===== config.mk =====
export PLATFORM = sky130hd
export DESIGN_NAME = load_store_unit
export DESIGN_NICKNAME = d
export VERILOG_FILES = /design/src/rtl/load_store_unit.sv
export SDC_FILE = /design/constraint.sdc
export NUM_CORES = 1
export LEC_CHECK = 0
export ABC_AREA = 0
export CAP_MARGIN = 40
export CORE_MARGIN = 1.5
export CORE_UTILIZATION = 50
export DETAILED_ROUTE_END_ITERATION = 8
export GPL_TIMING_DRIVEN = 1
export PLACE_DENSITY_LB_ADDON = 0.2
export SETUP_SLACK_MARGIN = 0.4
export SLEW_MARGIN = 20
export SYNTH_ARGS = -nofsm -noshare
export SYNTH_HDL_FRONTEND = slang
export SYNTH_SLANG_ARGS = --single-unit
export TNS_END_PERCENT = 10

===== constraint.sdc =====
create_clock -name clk -period 7.1 [get_ports clk]
set_clock_uncertainty 0.05 [all_clocks]
set_input_delay 2.13 -clock clk [delete_from_list [all_inputs] [get_ports clk]]
set_output_delay 2.13 -clock clk [all_outputs]
set_load 0.03 [all_outputs]

===== src/rtl/load_store_unit.sv =====
// Data-memory access stage: turns an ALU effective address into a word-addressed
// request/ready + rvalid bus transaction and returns aligned, extended load data.
module load_store_unit #(
  parameter int unsigned TIMEOUT = 255,
  parameter int unsigned CNT_W   = 8
) (
  input  logic        clk,
  input  logic        reset,
  input  logic [31:0] ALUResult,
  input  logic [31:0] WriteData,
  input  logic        MemRead,
  input  logic        MemWrite,
  input  logic [2:0]  Funct3,
  output logic        Stall,
  output logic [31:0] ReadData,
  output logic        AccessErr,
  output logic        BusReq,
  input  logic        BusReady,
  output logic        BusWe,
  output logic [31:0] BusAddr,
  output logic [3:0]  BusBe,
  output logic [31:0] BusWData,
  input  logic        BusRValid,
  input  logic [31:0] BusRData,
  output logic [1:0]  o_dbg_state
);

  // Bus handshake: a command transfers on a rising edge where BusReq & BusReady;
  // BusReq and its payload hold until then. A read response is the single cycle
  // with BusRValid high while waiting in RESP; BusRValid at any other time is ignored.

  typedef enum logic [1:0] {
    S_IDLE = 2'd0,
    S_REQ  = 2'd1,
    S_RESP = 2'd2,
    S_DONE = 2'd3
  } state_t;

  state_t             r_state;
  state_t             w_next;
  logic [31:0]        r_addr;
  logic [2:0]         r_funct3;
  logic               r_we;
  logic [3:0]         r_be;
  logic [31:0]        r_wdata;
  logic [CNT_W-1:0]   r_cnt;
  logic [31:0]        r_rdata;
  logic               r_err;

  logic               w_access;
  logic               w_f3_illegal;
  logic               w_misalign;
  logic               w_req_err;
  logic [3:0]         w_be_in;
  logic [31:0]        w_wdata_in;
  logic [31:0]        w_shifted;
  logic [31:0]        w_load_data;
  logic [CNT_W-1:0]   w_cnt_inc;
  logic               w_tmo;
  logic               w_set_err;
  logic               w_capture;

  assign w_access     = MemRead | MemWrite;
  assign w_f3_illegal = (Funct3 == 3'b011) | (Funct3 == 3'b110) | (Funct3 == 3'b111)
                      | (MemWrite & Funct3[2]);
  assign w_misalign   = ((Funct3[1:0] == 2'b01) & ALUResult[0])
                      | ((Funct3 == 3'b010) & (ALUResult[1:0] != 2'b00));
  assign w_req_err    = (MemRead & MemWrite) | w_f3_illegal | w_misalign;

  always_comb begin
    w_be_in    = 4'b1111;
    w_wdata_in = WriteData;
    case (Funct3[1:0])
      2'b00: begin
        w_be_in    = 4'b0001 << ALUResult[1:0];
        w_wdata_in = {4{WriteData[7:0]}};
      end
      2'b01: begin
        w_be_in    = 4'b0011 << ALUResult[1:0];
        w_wdata_in = {2{WriteData[15:0]}};
      end
      default: begin
        w_be_in    = 4'b1111;
        w_wdata_in = WriteData;
      end
    endcase
  end

  // Bring the addressed lane down to bit 0, then extend by size/sign.
  assign w_shifted = BusRData >> {r_addr[1:0], 3'b000};

  always_comb begin
    w_load_data = BusRData;
    case (r_funct3)
      3'b000:  w_load_data = {{24{w_shifted[7]}}, w_shifted[7:0]};
      3'b100:  w_load_data = {24'd0, w_shifted[7:0]};
      3'b001:  w_load_data = {{16{w_shifted[15]}}, w_shifted[15:0]};
      3'b101:  w_load_data = {16'd0, w_shifted[15:0]};
      default: w_load_data = BusRData;
    endcase
  end

  assign w_cnt_inc = r_cnt + 1'b1;
  assign w_tmo     = (TIMEOUT != 0) && (w_cnt_inc == CNT_W'(TIMEOUT));

  always_comb begin
    w_next    = r_state;
    w_set_err = 1'b0;
    w_capture = 1'b0;
    case (r_state)
      S_IDLE: begin
        if (w_access) begin
          if (w_req_err) begin
            w_next    = S_DONE;
            w_set_err = 1'b1;
          end else begin
            w_next = S_REQ;
          end
        end
      end
      S_REQ: begin
        if (BusReady) begin
          w_next = r_we ? S_DONE : S_RESP;
        end else if (w_tmo) begin
          w_next    = S_DONE;
          w_set_err = 1'b1;
        end
      end
      S_RESP: begin
        if (BusRValid) begin
          w_next    = S_DONE;
          w_capture = 1'b1;
        end else if (w_tmo) begin
          w_next    = S_DONE;
          w_set_err = 1'b1;
        end
      end
      S_DONE:  w_next = S_IDLE;
      default: w_next = S_IDLE;
    endcase
  end

  always_ff @(posedge clk or posedge reset) begin
    if (reset) begin
      r_state <= S_IDLE;
    end else begin
      r_state <= w_next;
    end
  end

  always_ff @(posedge clk or posedge reset) begin
    if (reset) begin
      r_addr   <= 32'd0;
      r_funct3 <= 3'd0;
      r_we     <= 1'b0;
      r_be     <= 4'd0;
      r_wdata  <= 32'd0;
    end else if (r_state == S_IDLE && w_next == S_REQ) begin
      r_addr   <= ALUResult;
      r_funct3 <= Funct3;
      r_we     <= MemWrite;
      r_be     <= w_be_in;
      r_wdata  <= MemWrite ? w_wdata_in : 32'd0;
    end
  end

  // Wait counter restarts on every entry to REQ or RESP.
  always_ff @(posedge clk or posedge reset) begin
    if (reset) begin
      r_cnt <= '0;
    end else if ((w_next == S_REQ || w_next == S_RESP) && w_next != r_state) begin
      r_cnt <= '0;
    end else if (r_state == S_REQ || r_state == S_RESP) begin
      r_cnt <= w_cnt_inc;
    end
  end

  always_ff @(posedge clk or posedge reset) begin
    if (reset) begin
      r_rdata <= 32'd0;
      r_err   <= 1'b0;
    end else if (w_next == S_DONE && r_state != S_DONE) begin
      r_err   <= w_set_err;
      r_rdata <= w_capture ? w_load_data : 32'd0;
    end else if (r_state == S_DONE) begin
      r_err   <= 1'b0;
      r_rdata <= 32'd0;
    end
  end

  // Reset gates Stall so the core is released the moment reset asserts.
  assign Stall       = w_access & (r_state != S_DONE) & ~reset;
  assign BusReq      = (r_state == S_REQ);
  assign BusWe       = BusReq & r_we;
  assign BusAddr     = BusReq ? {r_addr[31:2], 2'b00} : 32'd0;
  assign BusBe       = BusReq ? r_be : 4'd0;
  assign BusWData    = BusReq ? r_wdata : 32'd0;
  assign ReadData    = r_rdata;
  assign AccessErr   = r_err;
  assign o_dbg_state = r_state;

endmodule

* Word level (Yosys, flattened, before mapping)
Index checks and enable logic that the tools add are counted.
** Storage, ports and cells
- Bits in registers :: 115
- Latch bits :: 0
- Memory bits (writable) :: 0
- Memory bits (read-only) :: 0
- Input bits :: 105
- Logic and storage cells :: 85
- Memories :: 0
** Cells by class
- $add $sub $neg :: 1
- $mul :: 0
- Div/mod/pow operators :: 0
- Order comparisons :: 0
- Equal/unequal tests :: 17
- Shift-type cells :: 3
- Muxes and demuxes :: 29
- Bitwise logic cells :: 15
- Reduce and logical (&&, ||, !) cells :: 11
** Operators by type and width (count)
- $mux 32 :: 6
- $pmux 32 s4 :: 1
- $pmux 32 s2 :: 1
- $shr 32x5->16 :: 1
- $mux 8 :: 2
- $eq 3x3->1 const B :: 4
- $mux 1 :: 10
- $mux 2 :: 5
- $add 8x1->8 const B :: 1
- $eq 2x2->1 const B :: 4
- $eq 8x8->1 const B :: 1
- $pmux 2 s4 :: 1
- $pmux 4 s2 :: 1
- $and 1x1->1 :: 7
- $or 1x1->1 :: 7
- $eq 2x1->1 const B :: 3
- $eq 3x2->1 const B :: 2
- $reduce_bool 2->1 :: 3
- $logic_not 2->1 :: 2
- $mux 4 :: 1
- $shl 1x2->4 const A :: 1
- $shl 2x2->4 const A :: 1
- $eq 3x1->1 const B :: 1
- $logic_and 1x1->1 :: 3
- 6 further kinds :: 7

* Logic depth before layout (Yosys ltp)
- Word-level depth :: 13
- Depth in mapped cells :: 13
- Gate-level depth less buffers :: 11

* Least setup slack after synthesis
OpenSTA, ideal clock, no wires.
- Kind :: input-to-output
- From :: in MemWrite
- To :: out Stall
- Arrival time :: 2.999 ns
- Data required time :: 4.920 ns
- Slack :: 1.921 ns
- Stages :: 3
- Path buffers :: 1
- Cell sequence :: buf_2 -> nor2_1 -> nor3_1
** Between the ends
- Cells in the longest elaborated chain, start to end :: 3
** RTL lines
- start: declaration :: RTL line 12 : input logic MemWrite,
- $or 1x1->1 :: RTL line 63 : assign w_access = MemRead | MemWrite;
- $and 1x1->1 (2 in series) :: RTL line 192 : assign Stall = w_access & (r_state != S_DONE) & ~reset;
- end: declaration :: RTL line 14 : output logic Stall,
Every way passes these cells.

* Worst setup path in the final report
Same ends and word-level chain as after synthesis.

==> reports/metrics.cfg <==
[global_route]
grt_usage_pct=28.0
antenna_found_initial=0
grt_overflow=0
grt_max_degree=52
grt_pass1_wl_um=28400
grt_pass1_vias=5625

[clock_tree]
clkSlewWorstSetupHoldPaths_ps=50
cts_sinks=115
cts_buffer_depth=2
cts_buffers=17
htree_num_levels=4
ctsResizeCount=0
cts_tree=done
hold_buffers=0
post-cts-setup-buffers=0
root_buffer=clkbuf_16
worst_skew_pair.late_latency_ps=410

[yosys]
ys_ff_latch=115
yosys_warnings=0
ys_types=56
synth_area_leaders=dfrtp_1 (46%), o21ai_0 (7.3%), and2_1 (6.9%), mux2_2 (6.4%), nand2_1 (5.8%)
synth_area_per_cell_um2=9.50
syn_inst=653
synth_edf_count=0
syn_area_um2=6200
synth_top_area_share_pct=46.4
async_flop_share_pct=100
synth_top_area_cell=dfrtp_1
seq_area_frac_synth_pct=46.4
synth_flop_cell=dfrtp_1

[pwr]
pwr-share-clk_pct=21.3
comb_power_share_pct=48.0
leakage_nw=3.82
ir_drop_mv=0.217
switching_power_mw=1.51
power_per_cell_area_nw_per_um2=408
p_seq_share_pct=30.7
p_int_mw=2.15
p_sw_share_pct=41.3

[layout]
area_growth_pct=44.6
drive_above_1_share_pct=11.2
finalInstanceArea_um2=8970
layout.nets=962
final_common_cell=clkdlybuf4s50_1
final_cell_mix=clkdlybuf4s50_1 (208), dfrtp_1 (115), nand2_1 (95)
diodes=0

[place]
pre_cts_ws_ps=932
place_area_um2=8410
gp_congestion=0.894
dp_hpwl_um=12700
port_buffers=208

[run]
cap_violations=0

[drt]
wl_um=17800
vias=5766
drc_errors=0
dr.pass1.iters=5
wire_per_inst_um=17.3
drt_iter0_drc=569
routed_via_density=5.61
ant_nets=0

[sta]
fmax_mhz=163
timing.final.max_slew_violations=0
tns_ps=0
fin_crit_sh_pct=86.4
tightestPinTransition_ps=876
slew-limit-headroom_pct=41.4
rsz0062_at_grt=false
report.final.hold_viol_count=0
min_period_ps=6140
post-route-worst-setup-slack_ps=962
finalSetupViolCount=0

[worst_hold_path]
hp-class=reg -> reg

[die]
die_area_um2=13100
ios=211
die_h_um=114
start_util_pct=51.4
placementRows=40
core_area_um2=12100
die_w_um=114

[setup_path]
critPathLaunchType=input pin
r2r_slack_ps=3630
cp_top_family=buffers and inverters
crit_path_end_kind=output port
crit_type=in -> out
crit_top_cell=clkdlybuf4s50_1
crit_path_top_delay_cell=clkdlybuf4s50_1
crit_path_max_incr_delay_ps=830
arrival_ps=3960
cp_data_required_time_ps=4920
critPathBufInv=2
path_cells=clkdlybuf4s50_1, nor2_1, nor3_1, clkdlybuf4s50_1
critical_path.max_fanout=18

[run_status]
run_status=finished clean

[registers in the layout (all words and copies together) (netlist names)]
name,cells
r_cnt,8
r_funct3,3
AccessErr,1
o_dbg_state,2
r_be,4
r_addr,32
ReadData,32
r_wdata,32
r_we,1
[cells by family after synthesis]
family	Yosys count	synth area share (%)
AO/OA/AOI/OAI	159	15.3
XOR/XNOR	8	1.13
adder cells (fa/ha/maj)	10	2.02
buffers and inverters	56	3.87
flip-flops	115	46.4
multiplexers	69	12.0
other	1	0.0605
AND/OR/NAND/NOR	235	19.2
[worst register-to-register path, cell delays in order, from the launching register on]
cell       delay, ps
dfrtp_1          480
inv_1            200
ha_2             500
and2_1           220
a2bb2oi_1        170
o31ai_1           80
a21oi_1          330
ha_1             260
nand3_1          630
o21ai_0          440
[power by group through the flow]
stage	Sequential (mW)	Clock, mW	Combinational, mW
CTS	1.12	0.793	1.75
global placement	1.11	0	1.68
finish	1.12	0.780	1.75
detailed placement	1.13	0	1.74
floorplan	1.19	0	1.05
global route	1.16	0.824	1.89
[Yosys cell counts, drive strengths merged, types with 6 or more instances]
cell type / instances
buf: 16
mux2i: 33
nor2: 30
o21ai: 103
dfrtp: 115
a21oi: 26
and2: 68
mux2: 35
ha: 10
nand2b: 6
inv: 11
clkbuf: 28
nand2: 96
nor4: 11
[path summary, 6_finish.rpt]
| path | startpoint | end | depth (start not counted) |
|---|---|---|---|
| setup / recovery | MemWrite | Stall | 4 |
| setup reg to reg | o_dbg_state[1] | r_wdata[14] | 9 |
| hold / removal | ReadData[1] | ReadData[1] | 2 |
| hold reg to reg | ReadData[1] | ReadData[1] | 2 |
| min in group asynchronous | reset | r_we | 2 |
| max in group asynchronous | reset | r_cnt[3] | 4 |
[layout make-up]
type | count | area, µm²
inverter | 12 | 47.5
tap | 168 | 210
clock buffer | 28 | 527
timing repair buffer | 218 | 2190
multi-input combinational | 483 | 3100
sequential | 115 | 2880
clock inverter | 4 | 20.0
fill | 870 | 3090
[metal layers]
metal	GRT usage, %	share of wire [%]	up-vias	wire (µm)
li1	-	-	2656	-
met1	33.5	40	2804	7200
met2	47.5	50	259	8870
met3	6.62	6.3	47	1130
met4	13.3	3.4	0	601
met5	0	0	-	0
[through the flow]
stage	hold WS, ps	std cells	power [mW]	utilization (%)
2_1_floorplan	392	654	2.24	-
3_3_place_gp	402	993	2.79	69.4
3_5_place_dp	414	995	2.87	69.7
4_1_cts	426	1027	3.67	74.2
5_1_grt	436	1028	3.87	74.4
6_report	424	1028	3.66	74.4
Power figures use the tool's default switching activity.
